[config.mk]
export PLATFORM = sky130hd
export DESIGN_NAME = mem_writeback
export DESIGN_NICKNAME = d
export VERILOG_FILES = /design/src/rtl/mips_fsm_pkg.sv /design/src/rtl/memwb_mem_port.sv /design/src/rtl/mem_writeback.sv
export SDC_FILE = /design/constraint.sdc
export NUM_CORES = 1
export LEC_CHECK = 0
export CORE_MARGIN = 3
export CORE_UTILIZATION = 44
export CTS_CLUSTER_DIAMETER = 80
export DETAILED_ROUTE_END_ITERATION = 8
export GPL_TIMING_DRIVEN = 0
export MAX_ROUTING_LAYER = met4
export PLACE_DENSITY = 0.77
export SYNTH_ARGS = -nofsm -noshare
export SYNTH_HDL_FRONTEND = slang
export SYNTH_HIERARCHICAL = 1
export SYNTH_SLANG_ARGS = --single-unit
[constraint.sdc]
create_clock -name clk -period 2.28 [get_ports clk]
set_clock_uncertainty 0.15 [all_clocks]
set_input_delay 0.57 -clock clk [delete_from_list [all_inputs] [get_ports clk]]
set_output_delay 0.57 -clock clk [all_outputs]
set_load 0.1 [all_outputs]
[src/rtl/mips_fsm_pkg.sv]
// Shared definitions for the multi-cycle MIPS FSM: top-level state
// encodings, opcode constants and datapath widths.
package mips_fsm_pkg;

    localparam int unsigned DATA_W    = 8;
    localparam int unsigned REG_IDX_W = 5;

    // Top FSM state encodings driven on current_state
    localparam logic [2:0] ST_FETCH      = 3'd0;
    localparam logic [2:0] ST_DECODE     = 3'd1;
    localparam logic [2:0] ST_REG_READ   = 3'd2;
    localparam logic [2:0] ST_EXECUTE    = 3'd3;
    localparam logic [2:0] ST_MEM_ACCESS = 3'd4;
    localparam logic [2:0] ST_WRITE_BACK = 3'd5;
    localparam logic [2:0] ST_OUTPUT     = 3'd6;

    // Opcodes understood by the pipeline
    localparam logic [5:0] OP_RFORM = 6'b000000;
    localparam logic [5:0] OP_ADDIU = 6'b001001;
    localparam logic [5:0] OP_BEQ   = 6'b000100;
    localparam logic [5:0] OP_BNE   = 6'b000101;
    localparam logic [5:0] OP_LW    = 6'b100011;
    localparam logic [5:0] OP_SW    = 6'b101011;

endpackage

[src/rtl/memwb_mem_port.sv]
// Data-memory request/acknowledge handshake with a bounded wait.
// A start while idle raises mem_req; it stays up, with address and data
// stable, until mem_ack or until MEM_TIMEOUT waiting cycles have elapsed.
module memwb_mem_port #(
    parameter int unsigned MEM_TIMEOUT = 15,
    parameter int unsigned DATA_W      = 8
) (
    input  logic              clk,
    input  logic              rst_n,
    input  logic              start,
    input  logic              start_we,
    input  logic [DATA_W-1:0] start_addr,
    input  logic [DATA_W-1:0] start_wdata,
    input  logic              mem_ack,
    input  logic [DATA_W-1:0] mem_rdata,
    output logic              mem_req,
    output logic              mem_we,
    output logic [DATA_W-1:0] mem_addr,
    output logic [DATA_W-1:0] mem_wdata,
    output logic              done,
    output logic              timeout,
    output logic [DATA_W-1:0] rdata
);

    // Counter value seen on the final permitted waiting cycle
    localparam logic [7:0] LAST = 8'(MEM_TIMEOUT - 1);

    logic [7:0] cnt_q;

    // An ack on the last waiting cycle still counts as completion
    always_comb begin
        done    = mem_req & mem_ack;
        timeout = mem_req & ~mem_ack & (cnt_q == LAST);
        rdata   = mem_rdata;
    end

    // Request launch, hold, and release on ack or timeout
    always_ff @(posedge clk or negedge rst_n) begin
        if (!rst_n) begin
            mem_req   <= 1'b0;
            mem_we    <= 1'b0;
            mem_addr  <= '0;
            mem_wdata <= '0;
            cnt_q     <= '0;
        end else if (!mem_req) begin
            if (start) begin
                mem_req   <= 1'b1;
                mem_we    <= start_we;
                mem_addr  <= start_addr;
                mem_wdata <= start_wdata;
                cnt_q     <= '0;
            end
        end else if (mem_ack || (cnt_q == LAST)) begin
            mem_req <= 1'b0;
            mem_we  <= 1'b0;
            cnt_q   <= '0;
        end else begin
            cnt_q <= cnt_q + 8'd1;
        end
    end

endmodule

[src/rtl/mem_writeback.sv]
// Memory-access / write-back stage of the multi-cycle MIPS FSM.
// Latches execute's result in MEM_ACCESS, performs LW reads (and SW writes
// when MEMWB_STORE_EN is defined) over a req/ack port, writes the register
// file in WRITE_BACK and holds the final value for OUTPUT_RESULT.
// Optional feature macro: MEMWB_STORE_EN.
module mem_writeback #(
    parameter int unsigned MEM_TIMEOUT = 15,
    parameter int unsigned REG_IDX_W   = mips_fsm_pkg::REG_IDX_W,
    parameter int unsigned DATA_W      = mips_fsm_pkg::DATA_W
) (
    input  logic                 clk,
    input  logic                 rst_n,
    input  logic [2:0]           current_state,
    input  logic [5:0]           operation_code,
    input  logic [DATA_W-1:0]    execution_result,
    input  logic                 execution_result_valid,
    input  logic [REG_IDX_W-1:0] register_target_index,
    input  logic [REG_IDX_W-1:0] register_dest_index,
    input  logic [DATA_W-1:0]    register_target_value,
    output logic                 mem_req,
    output logic                 mem_we,
    output logic [DATA_W-1:0]    mem_addr,
    output logic [DATA_W-1:0]    mem_wdata,
    input  logic [DATA_W-1:0]    mem_rdata,
    input  logic                 mem_ack,
    output logic                 rf_write_enable,
    output logic [REG_IDX_W-1:0] rf_write_index,
    output logic [DATA_W-1:0]    rf_write_data,
    output logic                 stage_busy,
    output logic                 mem_error,
    output logic [DATA_W-1:0]    output_result,
    output logic                 output_result_valid
);

    import mips_fsm_pkg::*;

    typedef enum logic [1:0] {
        S_IDLE,
        S_MEM_WAIT,
        S_WB,
        S_HOLD
    } wb_state_e;

    wb_state_e            state_q;
    logic [REG_IDX_W-1:0] dest_q;
    logic [DATA_W-1:0]    wdata_q;
    logic                 writes_q;

    logic              is_lw;
    logic              is_alu;
    logic              is_sw;
    logic              accept;
    logic              start;
    logic [DATA_W-1:0] store_data;
    logic              port_done;
    logic              port_timeout;
    logic [DATA_W-1:0] port_rdata;

`ifdef MEMWB_STORE_EN
    assign store_data = register_target_value;
`else
    // Store data has no consumer when stores are compiled out
    logic unused_store;
    assign unused_store = ^register_target_value;
    assign store_data   = '0;
`endif

    // Decode the instruction offered by execute and decide whether to take it
    always_comb begin
        is_lw  = (operation_code == OP_LW);
        is_alu = (operation_code == OP_ADDIU) || (operation_code == OP_RFORM);
`ifdef MEMWB_STORE_EN
        is_sw  = (operation_code == OP_SW);
`else
        is_sw  = 1'b0;
`endif
        accept = (state_q == S_IDLE) && (current_state == ST_MEM_ACCESS) &&
                 execution_result_valid && (is_lw || is_alu || is_sw);
        start  = accept && (is_lw || is_sw);
    end

    memwb_mem_port #(
        .MEM_TIMEOUT (MEM_TIMEOUT),
        .DATA_W      (DATA_W)
    ) u_mem_port (
        .clk         (clk),
        .rst_n       (rst_n),
        .start       (start),
        .start_we    (is_sw),
        .start_addr  (execution_result),
        .start_wdata (store_data),
        .mem_ack     (mem_ack),
        .mem_rdata   (mem_rdata),
        .mem_req     (mem_req),
        .mem_we      (mem_we),
        .mem_addr    (mem_addr),
        .mem_wdata   (mem_wdata),
        .done        (port_done),
        .timeout     (port_timeout),
        .rdata       (port_rdata)
    );

    // The top FSM stalls exactly while a memory request is outstanding
    assign stage_busy = mem_req;

    // Stage sequencing with registered register-file and result outputs
    always_ff @(posedge clk or negedge rst_n) begin
        if (!rst_n) begin
            state_q             <= S_IDLE;
            dest_q              <= '0;
            wdata_q             <= '0;
            writes_q            <= 1'b0;
            rf_write_enable     <= 1'b0;
            rf_write_index      <= '0;
            rf_write_data       <= '0;
            mem_error           <= 1'b0;
            output_result       <= '0;
            output_result_valid <= 1'b0;
        end else begin
            rf_write_enable <= 1'b0;
            unique case (state_q)
                S_IDLE: begin
                    output_result_valid <= 1'b0;
                    if (accept) begin
                        dest_q   <= (operation_code == OP_RFORM) ? register_dest_index
                                                                 : register_target_index;
                        wdata_q  <= is_sw ? store_data : execution_result;
                        writes_q <= !is_sw;
                        state_q  <= start ? S_MEM_WAIT : S_WB;
                    end
                end
                S_MEM_WAIT: begin
                    if (port_done) begin
                        // Stores keep their data as the reported result
                        if (writes_q) begin
                            wdata_q <= port_rdata;
                        end
                        state_q <= S_WB;
                    end else if (port_timeout) begin
                        mem_error <= 1'b1;
                        wdata_q   <= '0;
                        writes_q  <= 1'b0;
                        state_q   <= S_HOLD;
                    end
                end
                S_WB: begin
                    if (current_state == ST_WRITE_BACK) begin
                        // Register 0 is hardwired, so its writes are dropped
                        if (writes_q && (dest_q != '0)) begin
                            rf_write_enable <= 1'b1;
                            rf_write_index  <= dest_q;
                            rf_write_data   <= wdata_q;
                        end
                        state_q <= S_HOLD;
                    end
                end
                S_HOLD: begin
                    output_result       <= wdata_q;
                    output_result_valid <= (current_state == ST_OUTPUT);
                    if (current_state == ST_FETCH) begin
                        output_result_valid <= 1'b0;
                        state_q             <= S_IDLE;
                    end
                end
                default: state_q <= S_IDLE;
            endcase
        end
    end

endmodule

==> run metrics <==
Final Hold Vio Count=0; clock root buffer=clkbuf_8; H-tree depth=3; NetSw=0.00204 W; Comb pwr share=46.3%; worst r2r src=state_q[0]; initial antenna violation count=0; fillers=577; largest net degree at the start of global routing=67; cells on worst reg2reg path=9; Highest Clock Rate=437 MHz; setup ws final=-7.09 ps; Worst Hold Margin=163 ps; Int Power=0.00252 W; Critical Path AT=2360 ps; router iterations before antenna repair=4; drc violations=0; Core ar.=7020 um^2; register area share after synthesis=50.3%; worst-path maximum fanout=5; Max Used Layer=met4; Top FF cell, synth=dfrtp_1; Max Root-Sink Buffers=2; vias per cell=5.02; worst path cell trace=dlygate4sd2_1 > nand4b_1 > nor4_4 > nor2b_1 > buf_4 > buf_8 > buf_6 > mux2_2; Synthesis Warnings=6; Starting Density=46.8%; Rows=30; clock sink count=66; Worst-Margin Slew=954 ps; crit path time final=2290 ps; # IOs=90; post-route cell area=4400 um^2; average cell area after synthesis=12.3 um^2; Routed WL=6930 um; CP Capture Type=flop; outcome=complete, but fails checks; later-pin clock latency in the skew report=340 ps; CP max stage cell=nor4_4; Cell Area, Placed=4190 um^2; die height=92.4 um; area growth from synthesis to layout=34.2%; Clock Power Share=19.4%; post-synth cell types=53; post-route ant nets=0; R2R setup slack=30 ps; relative slew slack=36.6%; Synth Instances=267; Chip Width=92.4 um; CP peak stage delay=460 ps; final cycle utilization of the critical path=100%; Post-DP HPWL=4930 um; FFs w/ async S/R, synth=100%; worst endpoint required time=2360 ps; final setup fails=2; Final #Nets=428; Post-synth EDFFs=0; fin. max-slew vios=0; routed vias=2,385; crit start category=primary input; Clk pin slew, worst setup/hold paths=70 ps; worst vdd ir=0.372 mV; CTS tree=yes; # diodes=0; layout cells sized above 1=42.5%; Hold Crit Class=primary input to asynchronous set/reset pin; Seq pwr share=34.2%; Mapped Area=3280 um^2; Sw Ratio=44.8%; GR Util All Layers=17.1%; power density cells=1040 nW/um^2; drt initial violations=87; WS Path Type=primary input to flop; met2 wire length=3530 um; die area=8530 um^2; leakage=2.17 nW; met3 wire length=386 um; met1 WL=2930 um; violated checks=setup timing; vias in the first global route=2,384; total CTS buffers=9; Seq cells post-synth=66; RR Endpoint=u_mem_port/mem_addr[4]; number of hold buffers added after CTS=0; grt ovf=0; wire per inst=14.6 um; first-pass GRT wire length=11,200 um; max-cap violations=0; GPL Wtd Cong=0.866; PortBufs=73
==> timing repair <==
item,in CTS,in global routing
endpoints found under the hold margin,0,0
pin swaps,3,4
endpoints found under the setup margin,69,58
resized for setup,102,43
buffers inserted,6,9
==> area by class of cell <==
class	instances	area, um^2	area share, %
flip-flops and latches	66	1660	37.6
multi-input cells	176	1530	34.7
repair buffers	88	728	16.5
clock buffers	10	138	3.13
plain buffers	17	134	3.04
well taps	96	120	2.73
inverters	16	60.1	1.36
clock inverters	6	41.3	0.938
==> layer usage <==
layer | up-vias | track usage, %
met5 | - | -
met4 | 0 | 6.19
met1 | 1167 | 20.3
li1 | 1140 | -
met2 | 71 | 28.2
met3 | 7 | 4.47
==> logic make-up (layout without fill, tap and decap cells) <==
kind of cell	after synthesis	after routing	share of synthesized area [%]
adders and majority gates	7	7	2.67
and+or+nand+nor	61	61	10.6
DFF	66	66	50.3
other	1	9	0.114
AOI/OAI and AO/OA	41	41	9.07
buffers and inverters	33	137	5.72
xor gates and xnor gates	2	2	0.534
muxes	56	56	21.0
==> placed cells by master (no fill, tap or decap), types with 3 or more instances in the layout <==
| cell type | count |
|---|---|
| a22o_1 | 3 |
| inv_1 | 12 |
| dfrtp_2 | 3 |
| dfrtp_1 | 63 |
| mux2_2 | 35 |
| ha_1 | 6 |
| a21oi_1 | 6 |
| clkbuf_2 | 28 |
| and2_1 | 4 |
| nor2_1 | 9 |
| nand3_1 | 7 |
| mux2_4 | 16 |
| clkdlybuf4s15_2 | 8 |
| buf_4 | 25 |
| a31oi_1 | 3 |
| clkbuf_8 | 10 |
| o21ai_0 | 14 |
| mux2_1 | 3 |
| clkinvlp_4 | 3 |
| conb_1 | 9 |
| nand4b_1 | 3 |
| clkdlybuf4s15_1 | 6 |
| nand2_1 | 18 |
| clkdlybuf4s50_1 | 20 |
| dlymetal6s2s_1 | 4 |
| dlygate4sd2_1 | 5 |
| inv_2 | 4 |
==> per-stage QoR <==
step / worst slack [ps] / total power, W / setup TNS, ps / utilization [%] / cells
global placement: -1910 / 0.00373 / -128670 / 59.7 / 444
global route: -80.2 / 0.00480 / -601 / 62.7 / 475
floorplan: 1.44 / 0.00326 / 0 / - / 275
detailed placement: -764 / 0.00377 / -19950 / 59.6 / 444
finish: -7.09 / 0.00456 / -7.72 / 62.7 / 475
CTS: 3.14 / 0.00463 / 0 / 63.2 / 466
==> Yosys cell counts (2+ instances only) <==
cell      number  share of area, %
a21oi_1        7               1.1
a22o_1         3              0.80
a31oi_1        3              0.57
and2_1         4              0.76
buf_2          3              0.46
buf_4          9               2.1
buf_6          2              0.69
clkbuf_1       2              0.23
dfrtp_1       66                50
ha_1           7               2.7
inv_1         14               1.6
inv_2          2              0.23
mux2_1         3               1.0
mux2_2        35                12
mux2_4        16               7.3
mux2i_1        2              0.61
nand2_1       18               2.1
nand2b_1       2              0.38
nand3_1        7               1.1
nand4b_1       3              0.80
nor2_1        10               1.1
nor3_1         2              0.31
nor4_1         2              0.38
o21ai_0       14               2.1
or2_1          2              0.38
xor2_1         2              0.53
==> how the worst max path moves through the flow <==
stage | slack, ps | end | depth (start not counted) | startpoint
global route | -80 | wdata_q[5] | 9 | u_mem_port/cnt_q[0]
detailed placement | -760 | u_mem_port/mem_addr[7] | 7 | current_state[0]
finish | -7 | u_mem_port/mem_addr[4] | 8 | operation_code[5]
global placement | -1910 | u_mem_port/mem_req | 1 | rst_n
floorplan | 1 | u_mem_port/mem_addr[0] | 6 | current_state[0]
CTS | 3 | rf_write_data[1] | 1 | rf_write_data[1]
==> flip-flops by register name, indices dropped and copies added (netlist names), 2 cells and up <==
register and cells:
dest_q 5, rf_write_index 5, u_mem_port/cnt_q 8, rf_write_data 8, output_result 8, u_mem_port/mem_addr 8, state_q 2, u_mem_port/mem_wdata 8
wdata_q 8
==> worst max-delay path, delay by kind of cell <==
family,cells,cell delay [ps]
buffers and inverters,4,620
and+or+nand+nor,3,850
muxes,1,330
==> power by group through the flow <==
stage,Combinational (W),Sequential (W),Clock [W]
after floorplan,0.000791,0.00247,0
after global placement,0.00216,0.00157,0
after detailed placement,0.00219,0.00158,0
after CTS,0.00215,0.00156,0.000911
after global routing,0.00223,0.00160,0.000973
final,0.00211,0.00156,0.000886
(Power assumes the default switching activity.)
